<file path="src/rtl/stream_mux_rr.sv">
// ---------------------------------------------------------------------------
// stream_mux_rr
// N-to-1 valid/ready stream multiplexer with one registered output stage.
// MODE 0 takes a one-hot channel select from outside. MODE 1 arbitrates
// round-robin among the valid channels.
//
// Ports
//   clk        in   single clock, rising edge
//   rst_n      in   asynchronous active-low reset
//   in_valid   in   [NUM_CH]         per-channel valid
//   in_data    in   [NUM_CH*DATA_W]  channel k at [k*DATA_W +: DATA_W]
//   in_ready   out  [NUM_CH]         per-channel accept (combinational)
//   sel        in   [NUM_CH]         one-hot select (MODE 0 only)
//   out_data   out  [DATA_W]         registered payload
//   out_valid  out                   out_data holds an unconsumed beat
//   out_ready  in                    downstream accept
//   out_ch     out  [CH_W]           source channel of out_data
//   sel_err    out                   one-cycle pulse after an illegal select
// ---------------------------------------------------------------------------
module stream_mux_rr #(
  parameter  int NUM_CH = 11,
  parameter  int DATA_W = 40,
  parameter  int MODE   = 0,
  localparam int CH_W   = (NUM_CH > 1) ? $clog2(NUM_CH) : 1
) (
  input  logic                     clk,
  input  logic                     rst_n,
  input  logic [NUM_CH-1:0]        in_valid,
  input  logic [NUM_CH*DATA_W-1:0] in_data,
  output logic [NUM_CH-1:0]        in_ready,
  input  logic [NUM_CH-1:0]        sel,
  output logic [DATA_W-1:0]        out_data,
  output logic                     out_valid,
  input  logic                     out_ready,
  output logic [CH_W-1:0]          out_ch,
  output logic                     sel_err
);

  localparam logic [NUM_CH-1:0] ONE = NUM_CH'(1);

  logic              r_out_valid;
  logic [DATA_W-1:0] r_out_data;
  logic [CH_W-1:0]   r_out_ch;
  logic              r_sel_err;
  logic [CH_W-1:0]   r_ptr;

  logic              w_sel_onehot;
  logic              w_sel_has;
  logic [CH_W-1:0]   w_sel_idx;
  logic              w_rr_has;
  logic [CH_W-1:0]   w_rr_idx;
  logic              w_has_cand;
  logic [CH_W-1:0]   w_cand;
  logic              w_load_en;
  logic              w_xfer;
  logic [DATA_W-1:0] w_data_sel;

  // External select: legal only when exactly one bit is set.
  assign w_sel_onehot = (sel != '0) && ((sel & (sel - ONE)) == '0);
  assign w_sel_has    = w_sel_onehot && (|(sel & in_valid));

  always_comb begin
    w_sel_idx = '0;
    for (int k = 0; k < NUM_CH; k++) begin
      if (sel[k]) w_sel_idx = CH_W'(k);
    end
  end

  // Round-robin search starting at ptr+1. Walking the offsets from the far
  // end down lets the nearest valid channel overwrite any farther one.
  always_comb begin
    int j;
    j        = 0;
    w_rr_idx = '0;
    w_rr_has = 1'b0;
    for (int i = NUM_CH; i >= 1; i--) begin
      j = int'(r_ptr) + i;
      if (j >= NUM_CH) j = j - NUM_CH;
      if (in_valid[j]) begin
        w_rr_idx = CH_W'(j);
        w_rr_has = 1'b1;
      end
    end
  end

  assign w_cand     = (MODE == 0) ? w_sel_idx : w_rr_idx;
  assign w_has_cand = (MODE == 0) ? w_sel_has : w_rr_has;
  assign w_load_en  = !r_out_valid || out_ready;
  // A candidate always has its valid set, so ready on it means a transfer.
  assign w_xfer     = rst_n && w_load_en && w_has_cand;
  assign w_data_sel = in_data[int'(w_cand)*DATA_W +: DATA_W];

  genvar gi;
  generate
    for (gi = 0; gi < NUM_CH; gi++) begin : g_ready
      assign in_ready[gi] = w_xfer && (w_cand == CH_W'(gi));
    end
  endgenerate

  always_ff @(posedge clk or negedge rst_n) begin
    if (!rst_n) begin
      r_out_valid <= 1'b0;
      r_out_data  <= '0;
      r_out_ch    <= '0;
      r_sel_err   <= 1'b0;
      r_ptr       <= CH_W'(NUM_CH - 1);
    end else begin
      if (w_xfer) begin
        r_out_valid <= 1'b1;
        r_out_data  <= w_data_sel;
        r_out_ch    <= w_cand;
      end else if (out_ready) begin
        r_out_valid <= 1'b0;
      end
      // Pointer moves only on a real transfer so a stalled winner keeps priority.
      if ((MODE == 1) && w_xfer) r_ptr <= w_cand;
      r_sel_err <= (MODE == 0) && !w_sel_onehot;
    end
  end

  assign out_valid = r_out_valid;
  assign out_data  = r_out_data;
  assign out_ch    = r_out_ch;
  assign sel_err   = r_sel_err;

endmodule
</file>
<file path="config.mk">
export PLATFORM = sky130hd
export DESIGN_NAME = stream_mux_rr
export DESIGN_NICKNAME = d
export VERILOG_FILES = /design/src/rtl/stream_mux_rr.sv
export SDC_FILE = /design/constraint.sdc
export NUM_CORES = 1
export LEC_CHECK = 0
export ABC_CLOCK_PERIOD_IN_PS = 3000
export BUFFER_PORTS_ARGS = -buffer_cell sky130_fd_sc_hd__buf_2
export CAP_MARGIN = 20
export CORE_AREA = 2 2 201 203
export DETAILED_ROUTE_END_ITERATION = 8
export DIE_AREA = 0 0 203 205
export SYNTH_ARGS = -nofsm -noshare
export SYNTH_HDL_FRONTEND = slang
export SYNTH_SLANG_ARGS = --single-unit
</file>
<file path="constraint.sdc">
create_clock -name clk -period 3 [get_ports clk]
set_input_delay 0.3 -clock clk [delete_from_list [all_inputs] [get_ports clk]]
set_output_delay 0.3 -clock clk [all_outputs]
set_load 0.005 [all_outputs]
</file>
Word-level counts from Yosys, hierarchy flattened
Cells that the tools add are included.

$add $sub $neg: 1. $mul: 1. Eq/ne operators: 10. Shifts and indexed selects: 1. Multiplexer cells: 12. Bitwise logic cells: 2. Reductions and logical operators: 23.

Operators with widths (count): $shiftx 440x11->40 (1); $mux 4 (7); $and 11x11->11 (2); $eq 4x3->1 const B (4); $logic_and 1x1->1 (15); $eq 4x4->1 const B (3); $logic_not 11->1 (1); $reduce_bool 11->1 (1); $reduce_or 11->1 (1); $sub 11x1->11 const B (1); $eq 4x2->1 const B (2); $mul 4x3->7 const B (1); $eq 4x1->1 const B (1); $logic_not 4->1 (1); $mux 2 (2); $mux 1 (3); $logic_not 1->1 (2); $reduce_bool 2->1 (1); $logic_or 1x1->1 (1).

Register bits: 46. Output and inout port bits: 57.

Logic depth before layout (Yosys ltp)
Gate-level depths: netlist of the first run.

Word-level depth: 12. Gate-level depth with buffers: 12. Gate-level depth less buffers: 7.

Worst setup path before layout of the first run
OpenSTA, ideal clock, no wires.

Kind: input to register. From: input port sel[4]. To: register r_out_data[4], in the netlist out_data[4]. Setup time: 0.125 ns. Arrival: 2.356 ns. Data required time: 2.875 ns. Setup slack: 0.519 ns. Stages on the path: 8. Buffers on the path: 2. Cells stage by stage: buf_2 -> o31a_1 -> buf_4 -> nor2_1 -> mux2_2 -> a222oi_1 -> o221ai_1 -> mux2_4.

Word-level cells in the longest chain between the ends: 9. Elaborated cells between the ends (all ways): 18.

Ends and longest elaborated chain: start, declared (RTL line 31) `input logic [NUM_CH-1:0] sel,`; $mux 4 (7 in series) (RTL line 65) `if (sel[k]) w_sel_idx = CH_W'(k);`; $mul 4x3->7 (RTL line 91) `assign w_data_sel = in_data[int'(w_cand)*DATA_W +: DATA_W];`; $shiftx 440x11->40 (RTL line 91); end signal, assigned (RTL line 110) `r_out_data <= w_data_sel;`; end, declared (RTL line 42) `logic [DATA_W-1:0] r_out_data;`.

Several ways; a longest one is shown, not always the timed one. A chain may end at the register's enable or synchronous reset.

Worst setup path in the final report of the first run
From: input port sel[2]. To: output port in_ready[9].

Word-level cells in the longest chain between the ends: 11. Elaborated cells between the ends (all ways): 20.

Ends and longest elaborated chain: $mux 2 (2 in series) (RTL line 65); $mux 4 (7 in series) (RTL line 65); $eq 4x4->1 (RTL line 96) `assign in_ready[gi] = w_xfer && (w_cand == CH_W'(gi));`; $logic_and 1x1->1 (*) (RTL line 96); end, declared (RTL line 30) `output logic [NUM_CH-1:0] in_ready,`.

Mark *: on every way between the ends. The rest lies on a longest branch, timed or not.

==> flow_metrics.tcl, run 1 <==
set metrics [dict create \
    comb_power_share_pct 43.2 \
    grt_max_degree 52 \
    grt_overflow 0 \
    routed_wl_um 38400 \
    required_ns 2.70 \
    clock_sinks 46 \
    hold_class "in -> async" \
    vdd_ir_drop_max_v 0.000212 \
    boundaryPins 522 \
    yosysWarnings 0 \
    cp-startpoint "sel[2]" \
    ys.flop_type "dfrtp_1" \
    worst_slew_pin_slew_ns 1.01 \
    path_max_fanout 7 \
    die-area_um2 41600 \
    min_period_over_period_pct 92.8 \
    viasPerCell 4.71 \
    reg2reg_from "out_valid" \
    mostFrequentLayoutCells "521 x buf_2, 113 x nand2_1, 63 x mux2i_1, 59 x nand3_1, 55 x o21ai_0" \
    fin_nets 1672 \
    syn-cell-area_um2 5430 \
    wl_met2_um 18000 \
    crit_path_start_kind "input port" \
    swShare_pct 36.3 \
    r2r.worst_path.cells 6 \
    cap_violations 0 \
    vias 8192 \
    drive_above_1_share_pct 51.2 \
    io_buffers 521 \
    antenna_found_initial 13 \
    crit_path_frequent_cell "buf_2" \
    start_util_pct 13.8 \
    crit_family "simple AND/OR/NAND/NOR gates" \
    drc_errors 0 \
    synth_nets 1164 \
    met3_length_um 3110 \
    cp-endpoint "in_ready[9]" \
    pwr-share-seq_pct 27.7 \
    leakage_nw 4.46 \
    p_per_area_nw_per_um2 269 \
    ys_seq_area_share_pct 21.2 \
    path_cells "buf_2, or4_4, or4_1, o22ai_2, and3_1, buf_4, nand2_1, nor2_1, buf_2" \
    grt_pass1_vias 8211 \
    routed.top_layer "met5" \
    coreArea_um2 39400 \
    path_depth 9 \
    relSlewSlack_pct 32.3 \
    hold_violations 0 \
    rsz0062_at_grt "no" \
    finalSetupTns_ns 0 \
    root_buffer "clkbuf_16" \
    syn_avg_cell_area_um2 7.76 \
    rrSetupSlack_ns 1.31 \
    power_switching_uw 883 \
    die_width_um 203 \
    layout_commonest_cell "buf_2" \
    status "finished clean" \
    internal_power_mw 1.55 \
    setup_violations 0 \
    dieHeight_um 205 \
    avgRoutedWirePerCell_um 22.0 \
    final_cells 1740 \
    antenna_left 0 \
    gp_congestion 0.935 \
    dr.first_iter.drc_count 633 \
    critPathBufInv 3 \
    max_freq_ghz 0.359 \
    grt_pass1_wl_um 52600 \
    cts_resized 0 \
    cts_buffers 5 \
    synthArstFlopShare_pct 100 \
    num_rows 73 \
    holdWs_ns 0.149 \
    area_growth_syn_to_layout_pct 66.7 \
    critPathSlowestCell "or4_4" \
    post_cts_buffers 0 \
    cts_tree "done" \
    slew_violations 0 \
    placed_cells 1725 \
    h-tree-depth 2 \
    cp.arrival_ns 2.48 \
    p_clk_share_pct 29.1 \
    hpwl_um 31100 \
    clockBufferDepth 2 \
    path_clk_slew_ns 0.08 \
    clock_latency_ns 0.31 \
    crit_type "in -> out" \
    r2r_end "out_data[37]" \
    ctsHoldBuffers 0 \
    synth_edf_count 0 \
    min_period_ns 2.78 \
    grt.total_usage_pct 17.4 \
    dr.pass1.iters 5 \
    synth_cell_type_count 60 \
    endpoint_kind "output port" \
    fin_skew_ns 0.00950 \
    wl_met1_um 16000 \
    netlist_instances 699 \
    crit_path_max_incr_delay_ns 0.57 \
    ys_seq_elements 46 \
]
## synthesized netlist by cell type (all sizes together) (3+ instances only)
cell | number | area share (%)
nor2b | 3 | 0.35
and2 | 6 | 0.69
a211oi | 9 | 1.2
a22o | 20 | 3.2
nor2 | 17 | 1.2
o22ai | 22 | 2.7
a31oi | 3 | 0.35
a22oi | 17 | 2.4
nand2b | 3 | 0.35
inv | 9 | 0.62
nor3 | 9 | 0.92
a221o | 11 | 2.0
nand3 | 60 | 5.6
nor4 | 5 | 1.4
buf | 34 | 3.8
a2111oi | 19 | 3.8
o22a | 3 | 0.51
dfrtp | 46 | 21
a21oi | 39 | 3.6
a222oi | 10 | 1.8
a32oi | 6 | 0.97
o221ai | 3 | 0.48
o21ai | 60 | 5.5
and3 | 5 | 0.58
mux2i | 63 | 12
o211a | 5 | 0.92
clkbuf | 32 | 2.2
or4 | 3 | 0.48
nand2 | 113 | 7.8
a221oi | 23 | 3.7
o2111ai | 4 | 0.65
o31a | 3 | 0.48
mux2 | 20 | 4.4
## state kept, by name, summed over array words and instances, names as in the netlist
signal,cells
sel_err,1
out_valid,1
out_ch,4
out_data,40
## worst min path at each step
stage	start	endpoint	slack, ns
2_1_floorplan	rst_n	out_ch[0]	0.004
3_3_place_gp	out_data[34]	out_data[34]	0.46
3_5_place_dp	out_data[35]	out_data[35]	0.47
4_1_cts	rst_n	sel_err	0.17
5_1_grt	rst_n	out_data[29]	0.20
6_report	rst_n	sel_err	0.15
## worst reg2reg max path: cells and delay by family, from the launching register on
kind	cells	cell delay (ns)
buffers and inverters	1	0.20
AOI/OAI and AO/OA	2	0.45
and+or+nand+nor	3	0.51
DFF	1	0.41
## logic make-up after synthesis
logic type	after synthesis	share of synthesized area, %
adder cells (fa/ha/maj)	1	0.184
AO/OA/AOI/OAI	264	35.7
multiplexers	83	16.0
AND/OR/NAND/NOR	229	20.2
buffers and inverters	76	6.73
flip-flops	46	21.2
## power by group through the flow
stage,clock (mW),combinational (mW),sequential [mW]
final,0.707,1.05,0.674
after global routing,0.770,1.13,0.680
after CTS,0.754,1.05,0.675
after detailed placement,0,1.05,0.687
after global placement,0,1.04,0.686
after floorplan,0,0.450,0.687
## layout make-up
cell class / count / area (µm²)
fillers: 4435 / 30300
multi-input cells: 577 / 3950
repair buffers: 567 / 3070
flip-flops and latches: 46 / 1150
well taps: 525 / 657
clock buffers: 5 / 125
clock inverters: 3 / 45.0
inverters: 10 / 37.5
diodes: 7 / 17.5
## layer usage
layer	track usage (%)	vias up
met5	0	-
met4	7.17	6
met1	21.6	3856
met2	29.3	506
li1	-	3758
met3	3.55	66
## per-stage QoR
| stage | area [µm²] | utilization (%) | setup WS (ns) | power (mW) |
|---|---|---|---|---|
| 3_5_place_dp | 8860 | 22.5 | 0.0275 | 1.73 |
| 3_3_place_gp | 8860 | 22.5 | 0.00457 | 1.72 |
| 2_1_floorplan | 5430 | - | 0.519 | 1.14 |
| 5_1_grt | 9030 | 22.9 | 0.00824 | 2.58 |
| 4_1_cts | 9030 | 22.9 | 0.202 | 2.48 |
| 6_report | 9050 | 23.0 | 0.217 | 2.43 |
Power figures use the tool's default switching activity.
==> run 2, diff against run 1 <==
REMOVE_ABC_BUFFERS = 1   (was default)
==> run 2 against run 1 <==
  * Sequential share of layout area did not move
  * Sequential power barely moved
  * Combinational power barely moved
  * Highest routed layer unchanged
  * Count of clock-buffer cells in the layout rose by 2
  * Global-route usage rose by 0.14 points
  * Critical endpoint unchanged
  * Die area did not move
  * Wire length barely moved
  * Critical path depth rose by 1
  * Core utilization did not move
  * Worst setup slack improved by 0.057 ns
  * Largest cell class unchanged
  * Clock skew rose by 0.0030 ns
  * Fmax rose by 2.1%
==> flow_metrics.tcl, run 2 (synthesized netlist as in run 1, its figures left out) <==
set metrics [dict create \
    coreArea_um2 39400 \
    rsz0062_at_grt "no" \
    placed_cells 1733 \
    grt_overflow 0 \
    grt_max_degree 60 \
    endpoint_kind "output port" \
    root_buffer "clkbuf_16" \
    clock_sinks 46 \
    io_buffers 521 \
    holdWs_ns 0.0858 \
    boundaryPins 522 \
    finalSetupTns_ns 0 \
    dr.pass1.iters 6 \
    crit_path_start_kind "input port" \
    clock_latency_ns 0.33 \
    final_cells 1743 \
    grt.total_usage_pct 17.6 \
    antenna_found_initial 3 \
    rrSetupSlack_ns 1.40 \
    largest_reg_flops 40 \
    ctsHoldBuffers 0 \
    num_rows 73 \
    vdd_ir_drop_max_v 0.000185 \
    start_util_pct 13.8 \
    post_cts_buffers 0 \
    hold_class "in -> async" \
    crit_type "in -> out" \
    drc_errors 0 \
    min_period_over_period_pct 90.9 \
    grt_pass1_wl_um 52600 \
    status "finished clean" \
    grt_pass1_vias 8189 \
    relSlewSlack_pct 36.1 \
    fin_nets 1680 \
    r2r.worst_path.cells 6 \
    p_per_area_nw_per_um2 263 \
    cts_buffers 5 \
    cts_tree "done" \
    routed_wl_um 38300 \
    antenna_left 0 \
    power_mw 2.38 \
    max_freq_ghz 0.367 \
    fin_skew_ns 0.0125 \
    dr.first_iter.drc_count 679 \
    r2r_end "out_data[18]" \
    hold_violations 0 \
    avgRoutedWirePerCell_um 22.0 \
    path_clk_slew_ns 0.08 \
    viasPerCell 4.69 \
    mostFrequentLayoutCells "521 x buf_2, 113 x nand2_1, 63 x mux2i_1, 59 x nand3_1, 55 x o21ai_0" \
    path_max_fanout 7 \
    layout_commonest_cell "buf_2" \
    area_growth_syn_to_layout_pct 66.7 \
    reg2reg_from "out_valid" \
    cp.arrival_ns 2.43 \
    h-tree-depth 2 \
    utilization_pct 23.0 \
    worst_slew_pin_slew_ns 0.958 \
    die-area_um2 41600 \
    setup_violations 0 \
    cts_resized 0 \
    hpwl_um 30500 \
    gp_congestion 0.940 \
    min_period_ns 2.73 \
    dieHeight_um 205 \
    die_width_um 203 \
    drive_above_1_share_pct 51.4 \
    leakage_nw 4.49 \
    vias 8171 \
    required_ns 2.70 \
    cap_violations 0 \
    clockBufferDepth 2 \
    slew_violations 0 \
]
-- run 2: changes by cell type in the layout (fill, tap and decap cells not counted) --
cell / change
diode_2: -5
clkbuf_8: +1
clkbuf_1: +1
clkinvlp_4: -2
o31ai_2: +1
o31ai_1: -1
nor3_1: +1
buf_12: -2
bufinv_16: -1
buf_4: +10
nor3_2: -1
clkinv_2: +1
-- run 2: how the worst max path moves through the flow --
stage / start / endpoint / slack [ns]
after floorplan: sel[1] / out_data[10] / -3.96
after global placement: sel[5] / out_data[8] / 0.22
after detailed placement: sel[5] / out_data[8] / 0.21
after CTS: sel[7] / in_ready[2] / 0.25
after global routing: sel[7] / in_ready[9] / 0.11
final: sel[7] / in_ready[9] / 0.27
-- run 2: power breakdown --
group	internal (mW)	switching (mW)
Combinational	0.503	0.542
Clock	0.334	0.323
Sequential	0.654	0.0196
-- run 2: area by class of cell --
| class | count | area [µm²] |
|---|---|---|
| clock buffers | 7 | 143 |
| inverters | 10 | 37.5 |
| clock inverters | 1 | 5.00 |
| repair buffers | 575 | 3100 |
| fillers | 4430 | 30300 |
| diodes | 2 | 5.00 |
| multi-input cells | 577 | 3950 |
| well taps | 525 | 657 |
| flip-flops and latches | 46 | 1150 |
-- run 2: metrics by stage --
stage | setup WS, ns | instance area [µm²]
after global placement | 0.225 | 8890
after floorplan | -3.96 | 5100
after global routing | 0.109 | 9040
after detailed placement | 0.207 | 8890
after CTS | 0.252 | 9040
final | 0.274 | 9050
-- run 2: critical path: stages --
cell and delay (ns):
buf_2 0.16, or4_1 0.69, nor4_1 0.28, and2_1 0.17, o22a_2 0.18, and3_1 0.17, buf_4 0.16, nand2_1 0.09
nor2_1 0.11, buf_2 0.11
-- run 2: metal layers --
layer,track usage [%],vias up,routed length [µm]
met1,20.9,3821,15300
met2,31.4,519,18900
met3,3.37,62,3090
met5,0,-,13
met4,6.10,2,982
li1,-,3767,-
==> run 3, diff against run 2 <==
MAX_ROUTING_LAYER = met4   (was default)
==> run 3 against run 2 <==
  * Critical path depth unchanged
  * Highest routed layer is now met4
  * Non-clock buffer count unchanged
  * Core utilization about the same
  * Flip-flop and latch count unchanged
==> flow_metrics.tcl, run 3 (synthesized netlist as in run 1, its figures left out) <==
set metrics [dict create \
    place_area_um2 8890 \
    cap_violations 0 \
    relSlewSlack_pct 36.8 \
    cts_resized 0 \
    root_buffer "clkbuf_16" \
    stdcell_area_um2 9050 \
    clock_sinks 46 \
    min_period_ns 2.74 \
    drive_above_1_share_pct 51.4 \
    path_max_fanout 7 \
    grt.total_usage_pct 18.1 \
    antenna_left 0 \
    dr.first_iter.drc_count 684 \
    p_per_area_nw_per_um2 262 \
    worst_slew_pin_slew_ns 0.947 \
    start_util_pct 13.8 \
    dieHeight_um 205 \
    grt_pass1_wl_um 52600 \
    cts_tree "done" \
    post_cts_buffers 0 \
    ctsHoldBuffers 0 \
    grt_overflow 0 \
    rrSetupSlack_ns 1.39 \
    setup_violations 0 \
    mostFrequentLayoutCells "521 x buf_2, 113 x nand2_1, 63 x mux2i_1, 59 x nand3_1, 55 x o21ai_0" \
    min_period_over_period_pct 91.2 \
    required_ns 2.70 \
    crit_type "in -> out" \
    crit_path_start_kind "input port" \
    rsz0062_at_grt "no" \
    coreArea_um2 39400 \
    reg2reg_from "out_valid" \
    drc_errors 0 \
    slew_violations 0 \
    routed_wl_um 38300 \
    die_width_um 203 \
    cp-endpoint "in_ready[9]" \
    fin_skew_ns 0.0115 \
    layout_commonest_cell "buf_2" \
    hold_class "in -> async" \
    path_clk_slew_ns 0.08 \
    hold_violations 0 \
    status "finished clean" \
    num_rows 73 \
    r2r.worst_path.cells 6 \
    clockBufferDepth 2 \
    gp_congestion 0.957 \
    grt_max_degree 60 \
    vdd_ir_drop_max_v 0.000185 \
    dr.pass1.iters 6 \
    endpoint_kind "output port" \
    avgRoutedWirePerCell_um 22.0 \
    viasPerCell 4.67 \
    grt_pass1_vias 8167 \
    die-area_um2 41600 \
    cp-startpoint "sel[7]" \
    fin_nets 1680 \
    clock_latency_ns 0.33 \
    largest_reg_flops 40 \
    cts_buffers 5 \
    nFillCells 4430 \
    antenna_found_initial 4 \
    leakage_nw 4.49 \
    cp.arrival_ns 2.44 \
    r2r_end "out_data[18]" \
    area_growth_syn_to_layout_pct 66.8 \
    h-tree-depth 2 \
    boundaryPins 522 \
    vias 8151 \
    hpwl_um 30500 \
    max_freq_ghz 0.365 \
    io_buffers 521 \
    holdWs_ns 0.0883 \
]
-- run 3: cell types whose count changed in the layout (fill, tap and decap cells not counted), sizes merged --
cell / delta
diode: +2
-- run 3: worst min-delay path by stage --
stage                         endpoint    startpoint
after floorplan              out_ch[0]         rst_n
after global placement    out_data[15]  out_data[15]
after detailed placement   out_data[1]   out_data[1]
after CTS                 out_data[28]         rst_n
after global routing      out_data[28]         rst_n
final                     out_data[28]         rst_n
-- run 3: per-layer routing --
layer  track usage [%]  vias to the layer above  part of all wire, %
met1              21.0                     3823                   40
met2              31.5                      503                   50
met5                 -                        -                    0
li1                  -                     3770                    -
met3              3.12                       55                  7.7
met4              6.13                        0                  2.4
-- run 3: stage by stage --
| step | setup slack (ns) | setup TNS, ns | utilization, % | instances | total power, mW |
|---|---|---|---|---|---|
| 2_1_floorplan | -3.96 | -141.62 | - | 633 | 1.12 |
| 3_3_place_gp | 0.225 | 0 | 22.6 | 1733 | 1.73 |
| 3_5_place_dp | 0.207 | 0 | 22.6 | 1733 | 1.73 |
| 4_1_cts | 0.252 | 0 | 23.0 | 1741 | 2.45 |
| 5_1_grt | 0.109 | 0 | 23.0 | 1744 | 2.54 |
| 6_report | 0.264 | 0 | 23.0 | 1745 | 2.37 |
-- run 3: area by class of cell --
cell class	instances	area, µm²	area share, %
multi-input combinational	577	3950	43.6
timing repair buffer	575	3100	34.3
tap	525	657	7.26
inverter	10	37.5	0.415
clock inverter	1	5.00	0.0553
sequential	46	1150	12.7
clock buffer	7	143	1.58
antenna	4	10.0	0.111
-- run 3: where the power goes --
group / internal (mW) / total (mW) / switching [mW] / leakage [nW]
Combinational: 0.503 / 1.04 / 0.541 / 3.81
Sequential: 0.654 / 0.674 / 0.0196 / 0.602
Clock: 0.334 / 0.656 / 0.322 / 0.0739
Total: 1.49 / 2.37 / 0.883 / 4.49
-- run 3: worst max-delay path, stage by stage --
cell     delay (ns)
buf_2          0.16
or4_1          0.70
nor4_1         0.28
and2_1         0.17
o22a_2         0.18
and3_1         0.17
buf_4          0.16
nand2_1        0.09
nor2_1         0.11
buf_2          0.11
